`config.mk`:
```
export PLATFORM = sky130hd
export DESIGN_NAME = mc_ctrl
export DESIGN_NICKNAME = d
export VERILOG_FILES = /design/src/rtl/mc_ctrl.sv
export SDC_FILE = /design/constraint.sdc
export NUM_CORES = 1
export LEC_CHECK = 0
export ABC_AREA = 1
export CORE_UTILIZATION = 41
export DETAILED_ROUTE_END_ITERATION = 10
export HOLD_SLACK_MARGIN = 0.05
export PLACE_DENSITY = 0.9
export SLEW_MARGIN = 25
export SYNTH_ARGS = -nofsm -noshare
export SYNTH_HDL_FRONTEND = slang
export SYNTH_SLANG_ARGS = --single-unit
```
`constraint.sdc`:
```
create_clock -name clk -period 2.56 [get_ports clk]
set_input_delay 0.512 -clock clk [delete_from_list [all_inputs] [get_ports clk]]
set_output_delay 0.512 -clock clk [all_outputs]
set_load 0.01 [all_outputs]
```
`src/rtl/mc_ctrl.sv`:
```
// Multicycle main controller for the MIPS datapath.
// Optional trap on illegal instructions: define MC_CTRL_TRAP_EN.
module mc_ctrl #(
  parameter logic [31:0] TRAP_VEC = 32'h0000_3180
) (
  input  logic       clk,
  input  logic       rst,
  input  logic [5:0] op,
  input  logic [5:0] funct,
  input  logic       zero,
  output logic       pcwr,
  output logic       irwr,
  output logic       gprwr,
  output logic       dmwr,
  output logic [1:0] gprsel,
  output logic       isjalr,
  output logic [1:0] wdsel,
  output logic [2:0] npcop,
  output logic [1:0] aluop,
  output logic       extop,
  output logic       bsel,
  output logic       illegal
);

  typedef enum logic [3:0] {
    S_FETCH = 4'd0,
    S_DCD   = 4'd1,
    S_EXE   = 4'd2,
    S_WB    = 4'd3,
    S_MA    = 4'd4,
    S_MR    = 4'd5,
    S_MW    = 4'd6,
    S_MWB   = 4'd7,
    S_BR    = 4'd8,
    S_JMP   = 4'd9,
    S_TRAP  = 4'd10
  } state_t;

  state_t state, state_nx;
  logic   run;

  // TRAP_VEC is consumed by the npc mux; referenced here only to keep it bound.
  logic unused_trap;
  assign unused_trap = ^TRAP_VEC;

  logic rtype;
  logic i_addu, i_subu, i_jr, i_jalr;
  logic i_ori, i_lui, i_lw, i_sw;
  logic i_beq, i_j, i_jal;
  logic k_alu, k_mem, k_jmp;

  assign rtype  = (op == 6'b000000);
  assign i_addu = rtype && (funct == 6'b100001);
  assign i_subu = rtype && (funct == 6'b100011);
  assign i_jr   = rtype && (funct == 6'b001000);
  assign i_jalr = rtype && (funct == 6'b001001);
  assign i_ori  = (op == 6'b001101);
  assign i_lui  = (op == 6'b001111);
  assign i_lw   = (op == 6'b100011);
  assign i_sw   = (op == 6'b101011);
  assign i_beq  = (op == 6'b000100);
  assign i_j    = (op == 6'b000010);
  assign i_jal  = (op == 6'b000011);

  assign k_alu = i_addu | i_subu | i_ori | i_lui;
  assign k_mem = i_lw | i_sw;
  assign k_jmp = i_j | i_jal | i_jr | i_jalr;

  // run stays low while reset is held and until the first edge after it.
  always_ff @(posedge clk or posedge rst) begin
    if (rst) begin
      state <= S_FETCH;
      run   <= 1'b0;
    end else begin
      state <= state_nx;
      run   <= 1'b1;
    end
  end

  always_comb begin
    state_nx = S_FETCH;
    pcwr     = 1'b0;
    irwr     = 1'b0;
    gprwr    = 1'b0;
    dmwr     = 1'b0;
    gprsel   = 2'b00;
    isjalr   = 1'b0;
    wdsel    = 2'b00;
    npcop    = 3'b000;
    aluop    = 2'b00;
    extop    = 1'b0;
    bsel     = 1'b0;
    illegal  = 1'b0;
    if (run) begin
      case (state)
        S_FETCH: begin
          irwr     = 1'b1;
          pcwr     = 1'b1;
          state_nx = S_DCD;
        end
        S_DCD: begin
          unique case (1'b1)
            k_alu:   state_nx = S_EXE;
            k_mem:   state_nx = S_MA;
            i_beq:   state_nx = S_BR;
            k_jmp:   state_nx = S_JMP;
`ifdef MC_CTRL_TRAP_EN
            default: state_nx = S_TRAP;
`else
            default: state_nx = S_FETCH;
`endif
          endcase
        end
        S_EXE: begin
          bsel = i_ori | i_lui;
          unique case (1'b1)
            i_subu:  aluop = 2'b01;
            i_ori:   aluop = 2'b10;
            i_lui:   aluop = 2'b11;
            default: aluop = 2'b00;
          endcase
          state_nx = S_WB;
        end
        S_WB: begin
          gprwr  = 1'b1;
          gprsel = rtype ? 2'b01 : 2'b00;
        end
        S_MA: begin
          bsel     = 1'b1;
          extop    = 1'b1;
          state_nx = i_sw ? S_MW : S_MR;
        end
        S_MW: begin
          bsel  = 1'b1;
          extop = 1'b1;
          dmwr  = 1'b1;
        end
        S_MR: begin
          bsel     = 1'b1;
          extop    = 1'b1;
          state_nx = S_MWB;
        end
        S_MWB: begin
          gprwr = 1'b1;
          wdsel = 2'b01;
        end
        S_BR: begin
          aluop = 2'b01;
          pcwr  = zero;
          npcop = 3'b001;
        end
        S_JMP: begin
          pcwr  = 1'b1;
          npcop = (i_jr | i_jalr) ? 3'b011 : 3'b010;
          if (i_jal) begin
            gprwr  = 1'b1;
            gprsel = 2'b10;
            wdsel  = 2'b10;
          end
          if (i_jalr) begin
            gprwr  = 1'b1;
            gprsel = 2'b01;
            isjalr = 1'b1;
            wdsel  = 2'b10;
          end
        end
`ifdef MC_CTRL_TRAP_EN
        S_TRAP: begin
          illegal = 1'b1;
          gprwr   = 1'b1;
          gprsel  = 2'b11;
          wdsel   = 2'b10;
          pcwr    = 1'b1;
          npcop   = 3'b100;
        end
`endif
        default: state_nx = S_FETCH;
      endcase
    end
  end

endmodule

```
==> results of run 1 <==
-- metrics by stage --
step | util [%] | TNS, ns | worst slack (ns) | instance area, sq um | hold WS [ns]
floorplan | - | 0 | 0.834 | 616 | 0.291
global placement | 70.7 | -0.703 | -0.107 | 955 | 0.634
detailed placement | 70.7 | -1.18 | -0.182 | 955 | 0.645
CTS | 75.0 | -0.131 | -0.131 | 1010 | 0.460
global route | 77.4 | -0.160 | -0.0724 | 1040 | 0.495
finish | 77.4 | -0.0402 | -0.0402 | 1040 | 0.461
-- cell usage in the layout, fill, tap and decap left out, types with 2 or more instances in the layout --
master / count
clkdlybuf4s15_1: 3
nor2_1: 20
conb_1: 3
o21ai_0: 2
nand4_1: 2
nand2_1: 21
inv_1: 16
clkdlybuf4s50_1: 20
dfrtp_1: 5
nand2_2: 3
dlygate4sd2_1: 4
nand3_1: 11
nor2_4: 3
o21ai_1: 2
buf_4: 12
nor2_2: 4
nor3_1: 3
clkbuf_4: 3
-- worst max-delay path, delay by kind of cell --
| family | cells | cell delay [ns] |
|---|---|---|
| buffers and inverters | 4 | 0.96 |
| and+or+nand+nor | 3 | 0.62 |
-- state kept, by name (all words and copies together) (netlist names) --
signal / flops
run: 1
state: 4
-- synth_stat cells (all sizes together) (2+ instances only) --
cell,number
nand3,11
nor2,27
dfrtp,5
conb,2
o21ai,4
nand4,4
or2,3
nand2,24
buf,2
a21oi,2
inv,17
nor3,4
-- cell families after synthesis --
logic type             after synthesis  share of synthesized area [%]
other                                2                           1.23
AO/OA/AOI/OAI                        7                           6.54
flip-flops                           5                           20.4
AND/OR/NAND/NOR                     74                           58.9
buffers and inverters               19                           12.9
-- layout make-up --
class | instances | area [sq um] | area share, %
clock buffer | 4 | 26.3 | 2.51
tap | 15 | 18.8 | 1.80
inverter | 17 | 63.8 | 6.11
multi-input combinational | 84 | 438 | 41.9
timing repair buffer | 41 | 373 | 35.7
sequential | 5 | 125 | 12.0
-- how the worst min path moves through the flow --
| stage | endpoint | depth (start not counted) |
|---|---|---|
| after floorplan | run | 1 |
| after global placement | state[0] | 2 |
| after detailed placement | state[2] | 2 |
| after CTS | state[2] | 2 |
| after global routing | state[2] | 2 |
| final | state[2] | 2 |
-- power by group through the flow --
| stage | sequential, mW | clock (mW) | combinational [mW] |
|---|---|---|---|
| global placement | 0.0860 | 0 | 0.0747 |
| detailed placement | 0.0859 | 0 | 0.0777 |
| finish | 0.0850 | 0.0908 | 0.0845 |
| floorplan | 0.0853 | 0 | 0.0358 |
| global route | 0.0851 | 0.102 | 0.0921 |
| CTS | 0.0848 | 0.0928 | 0.0802 |
-- layer usage --
layer	vias to the layer above	wire length, um
met5	-	0
met4	0	58
met3	8	142
met2	72	1080
met1	411	874
li1	428	-
-- what timing repair did --
item                                    CTS  global route
resized for setup                        13             8
pin swaps                                 1             4
cloned                                    0             0
endpoints found under the setup margin    9             3
buffers inserted                          3             3
hold endpoints to repair                  0             0
==> summary.md, run 1 <==
| Metric | Value |
|---|---|
| Via/cell ratio | 5.54 |
| CTS root buf | clkbuf_4 |
| DR WL/cell | 13.0 um |
| Register area share after synthesis | 20.4% |
| Nets@finish | 167 |
| Synthesized area per cell | 5.72 sq um |
| Highest-delay cell along the critical path | clkdlybuf4s50_1 |
| Met2 usage | 53.6% |
| Fmax achieved | 385 MHz |
| Internal cell power | 0.183 mW |
| Cts bufs inserted | 3 |
| Critical path data required time | 2.05 ns |
| Placed cells | 156 |
| Post-layout minimum cycle time | 2.60 ns |
| CP endpoint kind | primary output |
| Antenna Cells | 0 |
| Final Hold Fails | 0 |
| Crit-path max cell delay | 0.46 ns |
| Power Total | 0.260 mW |
| Synth Cell Area | 612 sq um |
| Final Skew | 0.00351 ns |
| Synth warn | 0 |
| GRT Util Overall | 28.5% |
| Max-capacitance violation count | 0 |
| Critical path launch point type | input port |
| Worst-path clk slew | 0.04 ns |
| HP Class | in2async |
| Clk sinks | 5 |
| Largest cells by area after synthesis | dfrtp_1 (20%), nor2_1 (15%), nand2_1 (13%), inv_1 (9.8%), nand3_1 (9.0%) |
| VDD IR max | 0.000227 V |
| Core Footprint | 1350 sq um |
| Area growth syn-to-layout | 70.8% |
| Max-slew violations | 0 |
| Crit. Startpoint | op[5] |
| DR vias | 919 |
| Post-DP HPWL | 1540 um |
| DRT Wirelength | 2150 um |
| Post-synth ARST share | 100% |
| Antenna viol nets, final | 0 |
| Layout Cells excl Fill | 166 |
| Mapped Cells | 107 |
| Share of post-route cells with drive strength above 1 | 21.9% |
| WP data arrival | 2.09 ns |
| Width of the chip | 40.6 um |
| Critical path type | in2out |
| Initial Utilization | 45.3% |
| Crit path top cell by count | buf_4 |
| Fillers | 105 |
| Fin worst setup slack | -0.0402 ns |
| Worst r2r src | run |
| Placer Congestion | 0.890 |
| DR iter-0 viols | 36 |
| Max clock buf depth | 2 |
| CTS tree | built |
| Clk network pwr share | 34.9% |
| Worst setup path endpoint | aluop[1] |
| Htree depth | 1 |
| GRT Residual Overflow | 0 |
| Cell taking the most area after synthesis | dfrtp_1 |
| Post-synth EDFFs | 0 |
| Met1 Use GR | 32.0% |
| First-pass DRT Iterations | 4 |
| Port buffer count | 29 |
| Failing checks | setup timing |
| #FFs+latches synth | 5 |
| Top FF cell, synth | dfrtp_1 |
| Distinct cells, synth | 24 |
| Largest net degree at the start of global routing | 9 |
| PD cells | 249 nW/um^2 |
| Cell Rows | 13 |
| CP max FO | 3 |
| Final period util | 102% |
| Status | finished, violations left |
| # hold bufs at CTS | 0 |
| Setup slack, reg-to-reg | 1.33 ns |
| FF-to-FF path depth | 6 |
| Top-area cell type share of the netlist area | 20.4% |
| Insertion delay to the later sink of the worst-skew pair | 0.24 ns |
| Met3 usage in global routing | 7.07% |
| CP Cell Sequence | clkdlybuf4s50_1, nor2_4, nand4_1, nor3_2, buf_4, buf_4, dlygate4sd2_1 |
| Gr busiest metal | met2 |
| RR Endpoint | state[3] |
| Global-route wire length before repair | 3080 um |
| Seq pwr share | 32.7% |
| Setup violations, final | 1 |
| Die area | 1650 sq um |
| Die span in y | 40.6 um |
| Number of antenna violations at the first check in global routing | 0 |
| Leak | 0.574 nW |
| Sw Share | 29.8% |
| Top Ports | 32 |
| Residual DRC | 0 |
| Comb power frac | 32.5% |
| Vias in the first global route | 785 |
| Switching Power | 0.0776 mW |
No activity file was read; power rests on OpenSTA's default activity.
==> run 2: changes to the inputs <==
--- a/config.mk
+++ b/config.mk
@@ -6,6 +6,7 @@
 export NUM_CORES = 1
 export LEC_CHECK = 0
 export ABC_AREA = 1
+export CORE_MARGIN = 10
 export CORE_UTILIZATION = 41
 export DETAILED_ROUTE_END_ITERATION = 10
 export HOLD_SLACK_MARGIN = 0.05
==> run 2 against run 1 <==
Effect of this change:
- setup slack improved by 0.13 ns
- largest power group unchanged
- critical path depth unchanged
- combinational power decreased by 3.4%
- the run now ends clean
==> summary.md, run 2 (synthesis gave the netlist of run 1 again) <==
| Metric | Value |
|---|---|
| Seq pwr share | 32.8% |
| Post-DP HPWL | 1730 um |
| Max clock buf depth | 2 |
| Most frequent cells in the layout | nor2_1 (22), nand2_1 (22), clkdlybuf4s50_1 (20) |
| Nets@finish | 167 |
| Top reg by flops | state |
| Antenna viol nets, final | 0 |
| Clk sinks | 5 |
| Largest net degree at the start of global routing | 9 |
| GRT Util Overall | 13.0% |
| Switching Power | 0.0772 mW |
| Number of antenna violations at the first check in global routing | 0 |
| PD cells | 254 nW/um^2 |
| WP data arrival | 1.96 ns |
| Comb power frac | 31.5% |
| Fmax achieved | 404 MHz |
| Max-capacitance violation count | 0 |
| Core Footprint | 1350 sq um |
| # hold bufs at CTS | 0 |
| RR Endpoint | state[3] |
| Port buffer count | 29 |
| Critical path data required time | 2.05 ns |
| Final Skew | 0.00146 ns |
| Top Ports | 32 |
| CTS tree | built |
| Worst r2r src | run |
| Cell Rows | 13 |
| DRT Wirelength | 2300 um |
| Sw Share | 29.8% |
| Residual DRC | 0 |
| GRT Residual Overflow | 0 |
| Leak | 0.552 nW |
| Die span in y | 58.6 um |
| Internal cell power | 0.182 mW |
| DR vias | 871 |
| Width of the chip | 58.6 um |
| Worst hold slack | 0.471 ns |
| First-pass DRT Iterations | 4 |
| Critical path type | in2out |
| Setup slack, reg-to-reg | 1.28 ns |
| Insertion delay to the later sink of the worst-skew pair | 0.24 ns |
| HP Class | in2async |
| CP max FO | 3 |
| VDD IR max | 0.000267 V |
| Global-route wire length before repair | 3700 um |
| Status | finished, final reports clean |
| Post-layout minimum cycle time | 2.47 ns |
| Worst-path clk slew | 0.04 ns |
| Initial Utilization | 45.3% |
| Power Total | 0.260 mW |
| DR iter-0 viols | 22 |
| CP endpoint kind | primary output |
| CTS root buf | clkbuf_4 |
| Htree depth | 1 |
| Placer Congestion | 0.948 |
| Share of post-route cells with drive strength above 1 | 21.2% |
| Vias in the first global route | 871 |
| Antenna Cells | 0 |
| Largest regs | state (4), run (1) |
| Via/cell ratio | 5.25 |
| Final Hold Fails | 0 |
| Area growth syn-to-layout | 66.7% |
| Clk network pwr share | 35.7% |
| Critical path launch point type | input port |
| Max-slew violations | 0 |
| Cts bufs inserted | 3 |
| FF-to-FF path depth | 6 |
| Die area | 3440 sq um |
| Final period util | 96.6% |
| DR WL/cell | 13.9 um |
| Setup violations, final | 0 |
| Largest register FFs | 4 |
run 2: per-stage QoR:
stage / worst slack [ns] / std cells / cell area [sq um] / util (%) / setup TNS [ns]
5_1_grt: -0.00584 / 166 / 1020 / 75.5 / -0.00956
3_5_place_dp: -0.173 / 158 / 970 / 71.8 / -1.34
6_report: 0.0876 / 166 / 1020 / 75.5 / 0
3_3_place_gp: -0.168 / 158 / 970 / 71.8 / -1.07
4_1_cts: 0.0378 / 164 / 1000 / 74.4 / 0
2_1_floorplan: 0.834 / 108 / 616 / - / 0
run 2: how the worst max path moves through the flow:
stage	slack (ns)	start	endpoint
after floorplan	0.83	op[4]	aluop[0]
after global placement	-0.17	op[4]	aluop[0]
after detailed placement	-0.17	op[4]	aluop[0]
after CTS	0.04	op[2]	bsel
after global routing	-0.006	op[5]	wdsel[1]
final	0.09	op[5]	aluop[0]
run 2: layer usage:
layer	vias up	wire, um	GRT usage (%)
met2	54	1120	22.8
met1	391	933	14.4
li1	422	-	-
met3	4	223	4.72
met4	0	22	3.93
met5	-	0	0
run 2: area by class of cell:
cell class	instances	area, sq um
fillers	106	330
clock buffers	4	26.3
well taps	15	18.8
repair buffers	41	363
multi-input cells	84	423
flip-flops and latches	5	125
inverters	17	63.8
run 2: power groups by stage:
stage	sequential [mW]	combinational [mW]	clock, mW
after floorplan	0.0853	0.0358	0
after global placement	0.0860	0.0756	0
after detailed placement	0.0862	0.0776	0
after CTS	0.0850	0.0788	0.0958
after global routing	0.0855	0.0892	0.103
final	0.0851	0.0816	0.0927
run 2: worst max-delay path, cell delays in order:
cell	delay, ns
clkdlybuf4s50_1	0.43
nor2_2	0.16
nand4_1	0.20
nor3_4	0.25
nand2_1	0.08
nand3_1	0.07
clkdlybuf4s15_1	0.24
run 2: what timing repair did:
item                       in CTS  in global routing
pin swaps                       1                  4
setup buffers                   2                  2
resized for setup              11                  9
setup endpoints to repair       9                  7
